--- src/rtl/ressource_grid_ring_scheduler.sv ---
// Resource-grid ring scheduler.
// Tracks the ring writer position (segment, offset), counts completed
// segments against CPU consumption, throttles the writer when the ring is
// full and pulses an interrupt on segment completion.
module ressource_grid_ring_scheduler #(
    parameter int NUM_SEGMENTS  = 10,
    parameter int SEGMENT_SIZE  = 240,
    parameter int INT_THRESHOLD = 1,
    localparam int SEG_W  = (NUM_SEGMENTS > 1) ? $clog2(NUM_SEGMENTS) : 1,
    localparam int OFF_W  = (SEGMENT_SIZE > 1) ? $clog2(SEGMENT_SIZE) : 1,
    localparam int FILL_W = $clog2(NUM_SEGMENTS + 1)
) (
    input  logic              clk_i,
    input  logic              reset_ni,
    input  logic              enable_i,
    input  logic              beat_i,
    input  logic              cpu_consume_i,
    input  logic              clear_errors_i,
    output logic              wr_ready_o,
    output logic [SEG_W-1:0]  wr_segment_o,
    output logic [OFF_W-1:0]  wr_offset_o,
    output logic [SEG_W-1:0]  last_segment_o,
    output logic [FILL_W-1:0] fill_level_o,
    output logic              busy_o,
    output logic              overflow_o,
    output logic              underflow_o,
    output logic              int_o,
    output logic [1:0]        state_o
);

    typedef enum logic [1:0] {
        IDLE  = 2'd0,
        RUN   = 2'd1,
        DRAIN = 2'd2,
        FULL  = 2'd3
    } state_t;

    localparam logic [SEG_W-1:0]  LAST_SEG  = SEG_W'(NUM_SEGMENTS - 1);
    localparam logic [OFF_W-1:0]  LAST_OFF  = OFF_W'(SEGMENT_SIZE - 1);
    localparam logic [FILL_W-1:0] FILL_MAX  = FILL_W'(NUM_SEGMENTS);
    localparam logic [FILL_W-1:0] INT_LEVEL = FILL_W'(INT_THRESHOLD);

    state_t             state_q;
    state_t             state_d;
    logic               wr_ready_q;
    logic [SEG_W-1:0]   wr_segment_q;
    logic [OFF_W-1:0]   wr_offset_q;
    logic [SEG_W-1:0]   last_segment_q;
    logic [FILL_W-1:0]  fill_q;
    logic [FILL_W-1:0]  fill_d;
    logic               busy_q;
    logic               overflow_q;
    logic               underflow_q;
    logic               int_q;

    logic               valid_beat;
    logic               complete;
    logic               consume_ok;
    logic               overflow_evt;
    logic               underflow_evt;
    logic               ring_full_next;

    // Classify this cycle's events: accepted beats, segment completion,
    // honoured consumes and the two error conditions.
    always_comb begin
        valid_beat     = beat_i & wr_ready_q;
        complete       = valid_beat && (wr_offset_q == LAST_OFF);
        consume_ok     = cpu_consume_i && (fill_q != '0);
        overflow_evt   = beat_i & ~wr_ready_q;
        underflow_evt  = cpu_consume_i && (fill_q == '0);
    end

    // Next fill level; a completion and a consume in one cycle cancel out,
    // and the level is held at the ring size as a safety cap.
    always_comb begin
        fill_d = fill_q;
        if (complete && !consume_ok && (fill_q < FILL_MAX)) begin
            fill_d = fill_q + FILL_W'(1);
        end else if (consume_ok && !complete) begin
            fill_d = fill_q - FILL_W'(1);
        end
        ring_full_next = complete && (fill_d == FILL_MAX);
    end

    // Next-state logic for the writer sequencing FSM.
    always_comb begin
        state_d = state_q;
        case (state_q)
            IDLE: begin
                if (enable_i) begin
                    state_d = RUN;
                end
            end
            RUN: begin
                if (ring_full_next) begin
                    state_d = FULL;
                end else if (!enable_i) begin
                    if ((wr_offset_q == '0) && !valid_beat) begin
                        state_d = IDLE;
                    end else begin
                        state_d = DRAIN;
                    end
                end
            end
            DRAIN: begin
                if (ring_full_next) begin
                    state_d = FULL;
                end else if (enable_i) begin
                    state_d = RUN;
                end else if (complete) begin
                    state_d = IDLE;
                end
            end
            FULL: begin
                if (consume_ok) begin
                    state_d = enable_i ? RUN : IDLE;
                end
            end
            default: state_d = IDLE;
        endcase
    end

    // State, write pointers, fill level and derived registered outputs.
    always_ff @(posedge clk_i) begin
        if (!reset_ni) begin
            state_q        <= IDLE;
            wr_ready_q     <= 1'b0;
            busy_q         <= 1'b0;
            wr_segment_q   <= '0;
            wr_offset_q    <= '0;
            last_segment_q <= LAST_SEG;
            fill_q         <= '0;
            int_q          <= 1'b0;
        end else begin
            state_q    <= state_d;
            wr_ready_q <= (state_d == RUN) || (state_d == DRAIN);
            busy_q     <= (state_d != IDLE);
            fill_q     <= fill_d;
            int_q      <= complete && (fill_d >= INT_LEVEL);
            if (complete) begin
                wr_offset_q    <= '0;
                wr_segment_q   <= (wr_segment_q == LAST_SEG) ? '0 : wr_segment_q + SEG_W'(1);
                last_segment_q <= wr_segment_q;
            end else if (valid_beat) begin
                wr_offset_q <= wr_offset_q + OFF_W'(1);
            end
        end
    end

    // Sticky error flags; a new error in the same cycle as a clear wins.
    always_ff @(posedge clk_i) begin
        if (!reset_ni) begin
            overflow_q  <= 1'b0;
            underflow_q <= 1'b0;
        end else begin
            if (overflow_evt) begin
                overflow_q <= 1'b1;
            end else if (clear_errors_i) begin
                overflow_q <= 1'b0;
            end
            if (underflow_evt) begin
                underflow_q <= 1'b1;
            end else if (clear_errors_i) begin
                underflow_q <= 1'b0;
            end
        end
    end

    assign wr_ready_o     = wr_ready_q;
    assign wr_segment_o   = wr_segment_q;
    assign wr_offset_o    = wr_offset_q;
    assign last_segment_o = last_segment_q;
    assign fill_level_o   = fill_q;
    assign busy_o         = busy_q;
    assign overflow_o     = overflow_q;
    assign underflow_o    = underflow_q;
    assign int_o          = int_q;
    assign state_o        = state_q;

endmodule

--- config.mk ---
export PLATFORM = sky130hd
export DESIGN_NAME = ressource_grid_ring_scheduler
export DESIGN_NICKNAME = d
export VERILOG_FILES = /design/src/rtl/ressource_grid_ring_scheduler.sv
export SDC_FILE = /design/constraint.sdc
export NUM_CORES = 1
export LEC_CHECK = 0
export CAP_MARGIN = 10
export CORE_ASPECT_RATIO = 0.7
export CORE_MARGIN = 2
export CORE_UTILIZATION = 40
export CTS_BUF_LIST = sky130_fd_sc_hd__clkbuf_8
export DETAILED_ROUTE_END_ITERATION = 10
export PLACE_DENSITY_LB_ADDON = 0.12
export RECOVER_POWER = 100
export SYNTH_ARGS = -nofsm -noshare
export SYNTH_HDL_FRONTEND = slang
export SYNTH_SLANG_ARGS = --single-unit
--- constraint.sdc ---
create_clock -name clk_i -period 5.6 [get_ports clk_i]
set_input_delay 0.84 -clock clk_i [delete_from_list [all_inputs] [get_ports clk_i]]
set_output_delay 0.84 -clock clk_i [all_outputs]
set_load 0.01 [all_outputs]
==> impl_results.md <==
* Share of layout cells above drive strength 1 at 3.09%
* Family with the most delay on the worst path: simple AND/OR/NAND/NOR gates
* Cell breakdown of the critical path: dlygate4sd3_1 > and4_1 > nand4_1 > nor2_1 > a31oi_1 > o31a_1 > ha_1 > and2_0
* Yosys Warn Count at 0
* Final-layout setup total negative slack at 0 ps
* Antenna Cells at 0
* DRC viols at 0
* Clock Skew at 3.01 ps
* CP Launch Type: input port
* Nets at 206
* Fillers at 317
* Worst rel slew slack at 66.0%
* Final Max Slew Viols at 0
* Crit path largest cell delay at 610 ps
* Site Rows at 17
* Largest net degree at the start of global routing at 18
* I/O pin cnt at 33
* Fin crit share at 59.3%
* Initial DRC count at 97
* Post-DP HPWL at 2330 um
* CTS tree: done
* Remaining Overflow, GRT at 0
* Leak at 0.709 nW
* Design area at 1730 um^2
* CP max FO at 12
* Post-Place Cells at 237
* Synthesized net count at 175
* Worst min path class: reg2reg
* Avg Inst Size Synth at 8.31 um^2
* GRT Overall Usage at 17.0%
* Clk_lat worst skew at 270 ps
* Total CTS buffers at 3
* Netlist cell types at 39
* Max Fclk at 301 MHz
* PD cells at 291 nW/um^2
* Non-filler instance count after layout at 241
* RSZ-0062 raised after global routing: false
* Post-DP Area at 1690 um^2
* Final Critical Period at 3320 ps
* Routed wire length at 2990 um
* Sequential fraction of the synthesis area at 39.7%
* Max Cap Violations at 0
* CTS hold repair buffers at 0
* Worst path required time at 5770 ps
* Die area at 3900 um^2
* GP Congestion at 0.862
* CTS sink cnt at 27
* Antenna violations before repair at 0
* Root cell of the clock tree: clkbuf_8
* Final setup viols at 0
* Mapped Cells at 164
* DR vias/cell at 5.20
* Die height at 52.8 um
* Vias in the first global route at 1,073
* Detail Route Antenna Nets at 0
* WL per Instance at 12.4 um
* H-tree lvl count at 1
* Max Root-Sink Buffers at 2
* Core Util, Final at 54.0%
* Synth Cell Area at 1360 um^2
* Starting Density at 42.4%
* Core area at 3210 um^2
* #FFs+latches synth at 27
* Worst VDD drop at 0.179 mV
* Worst-margin pin slew at 509 ps
* Pre-CTS WS at 2110 ps
* CP Class: in2reg
* Setup bufs post-CTS at 0
* WP data arrival at 3490 ps
* Final setup margin at 2280 ps
* DR pass1 iterations at 4
* Global-route wire length before repair at 5000 um
* Port Buffers at 32
* CTS resizes at 0
* Die width at 73.8 um
* Outcome: finished clean
* Slowest cell on the critical path: dlygate4sd3_1
* CP Capture Type: register
* Worst-path clk slew at 90 ps
* Fin. Hold Viols at 0
* Total number of vias at 1,253
* P&R area growth vs syn at 27.3%
* CP Buf/Inv Count at 1
==> synth_stat cells <==
library cell,n,area (um^2)
dfxtp_1,27,541
nor2_1,23,86.3
nand2_1,17,63.8
a21oi_1,14,70.1
o21ai_0,8,40.0
inv_1,7,26.3
nand3_1,7,35.0
xnor2_1,6,52.6
ha_1,5,62.6
xor2_1,5,43.8
a31oi_1,3,18.8
buf_6,3,33.8
nand4_1,3,18.8
nor2b_1,3,18.8
nor3b_1,3,22.5
and3_1,2,12.5
and3b_1,2,17.5
and4_1,2,17.5
buf_2,2,10.0
nand2b_1,2,12.5
nor3_1,2,10.0
a221oi_1,1,8.76
a311oi_1,1,8.76
a32o_1,1,10.0
a41oi_1,1,8.76
and2_1,1,6.26
and4_4,1,11.3
clkbuf_1,1,3.75
clkinv_1,1,3.75
mux2_2,1,11.3
nor2_2,1,6.26
nor4b_1,1,8.76
o21a_1,1,7.51
o221ai_2,1,15.0
o22ai_1,1,6.26
o31a_1,1,8.76
o31ai_1,1,7.51
or2b_1,1,7.51
or3b_1,1,8.76
==> cell families after synthesis <==
kind of cell / after synthesis / synth area share (%)
AOI/OAI and AO/OA: 34 / 15.4
xor gates and xnor gates: 11 / 7.07
adders and majority gates: 5 / 4.59
buffers and inverters: 14 / 5.69
DFF: 27 / 39.7
muxes: 1 / 0.826
and+or+nand+nor: 72 / 26.7
==> routing by layer <==
layer	track usage, %	up-vias	routed length (um)
li1	-	632	-
met1	23.9	570	1530
met2	25.3	49	1210
met3	5.00	2	229
met4	4.55	0	14
met5	0	-	0
==> final cells by class <==
cell class / instances / area (um^2) / share of cell area [%]
well taps: 47 / 58.8 / 3.39
inverters: 8 / 30.0 / 1.73
flip-flops and latches: 27 / 541 / 31.2
repair buffers: 32 / 320 / 18.5
clock buffers: 3 / 41.3 / 2.38
multi-input cells: 123 / 736 / 42.4
clock inverters: 1 / 7.51 / 0.433
==> flip-flops by register name, summed over array words and instances (netlist names) <==
register / cells
wr_segment_o: 4
wr_offset_o: 8
last_segment_o: 4
busy_o: 1
state_o: 2
int_o: 1
fill_level_o: 4
wr_ready_o: 1
underflow_o: 1
overflow_o: 1
==> cell usage in the layout, fill, tap and decap left out, drive strengths merged <==
master | Yosys | routed
xor2 | 5 | 5
nor2 | 24 | 24
nand2b | 2 | 2
o31ai | 1 | 1
or3b | 1 | 1
o221ai | 1 | 1
nand4 | 3 | 3
ha | 5 | 5
a41oi | 1 | 1
and4 | 3 | 3
a311oi | 1 | 1
and2 | 1 | 1
dfxtp | 27 | 27
and3b | 2 | 2
dlygate4sd3 | 0 | 29
mux2 | 1 | 1
a21oi | 14 | 14
a32o | 1 | 1
clkbuf | 1 | 3
nor4b | 1 | 1
a31oi | 3 | 3
o21ai | 8 | 8
o21a | 1 | 1
clkdlybuf4s50 | 0 | 3
inv | 7 | 7
nor2b | 3 | 3
or2b | 1 | 1
o31a | 1 | 1
clkinv | 1 | 1
clkinvlp | 0 | 1
a221oi | 1 | 1
nand2 | 17 | 17
o22ai | 1 | 1
and3 | 2 | 2
nand3 | 7 | 7
xnor2 | 6 | 6
nor3 | 2 | 2
nor3b | 3 | 3
==> power by group <==
part | leakage [nW] | switching [mW] | internal, mW
clock network | 0.0217 | 0.0590 | 0.0504
registers | 0.220 | 0.0199 | 0.206
logic | 0.467 | 0.0922 | 0.0770
==> per-stage QoR <==
step / power [mW] / hold slack, ps
floorplan: 0.354 / 481
global placement: 0.408 / 452
detailed placement: 0.407 / 452
CTS: 0.519 / 466
global route: 0.543 / 476
finish: 0.504 / 456
==> worst paths after layout <==
kind	slack (ps)	start	depth (start not counted)	end
hold / removal	460	last_segment_o[1]	2	last_segment_o[1]
setup reg to reg	3030	fill_level_o[1]	9	wr_ready_o
hold reg to reg	460	last_segment_o[1]	2	last_segment_o[1]
setup / recovery	2280	beat_i	8	wr_ready_o
==> worst register-to-register path: cells and delay by family, from the launching register on <==
family / cells / cell delay, ps
and+or+nand+nor: 3 / 740
AOI/OAI and AO/OA: 3 / 620
adders and majority gates: 2 / 610
DFF: 1 / 370
buffers and inverters: 1 / 150
Note: power is estimated with default switching activity, not from simulation.
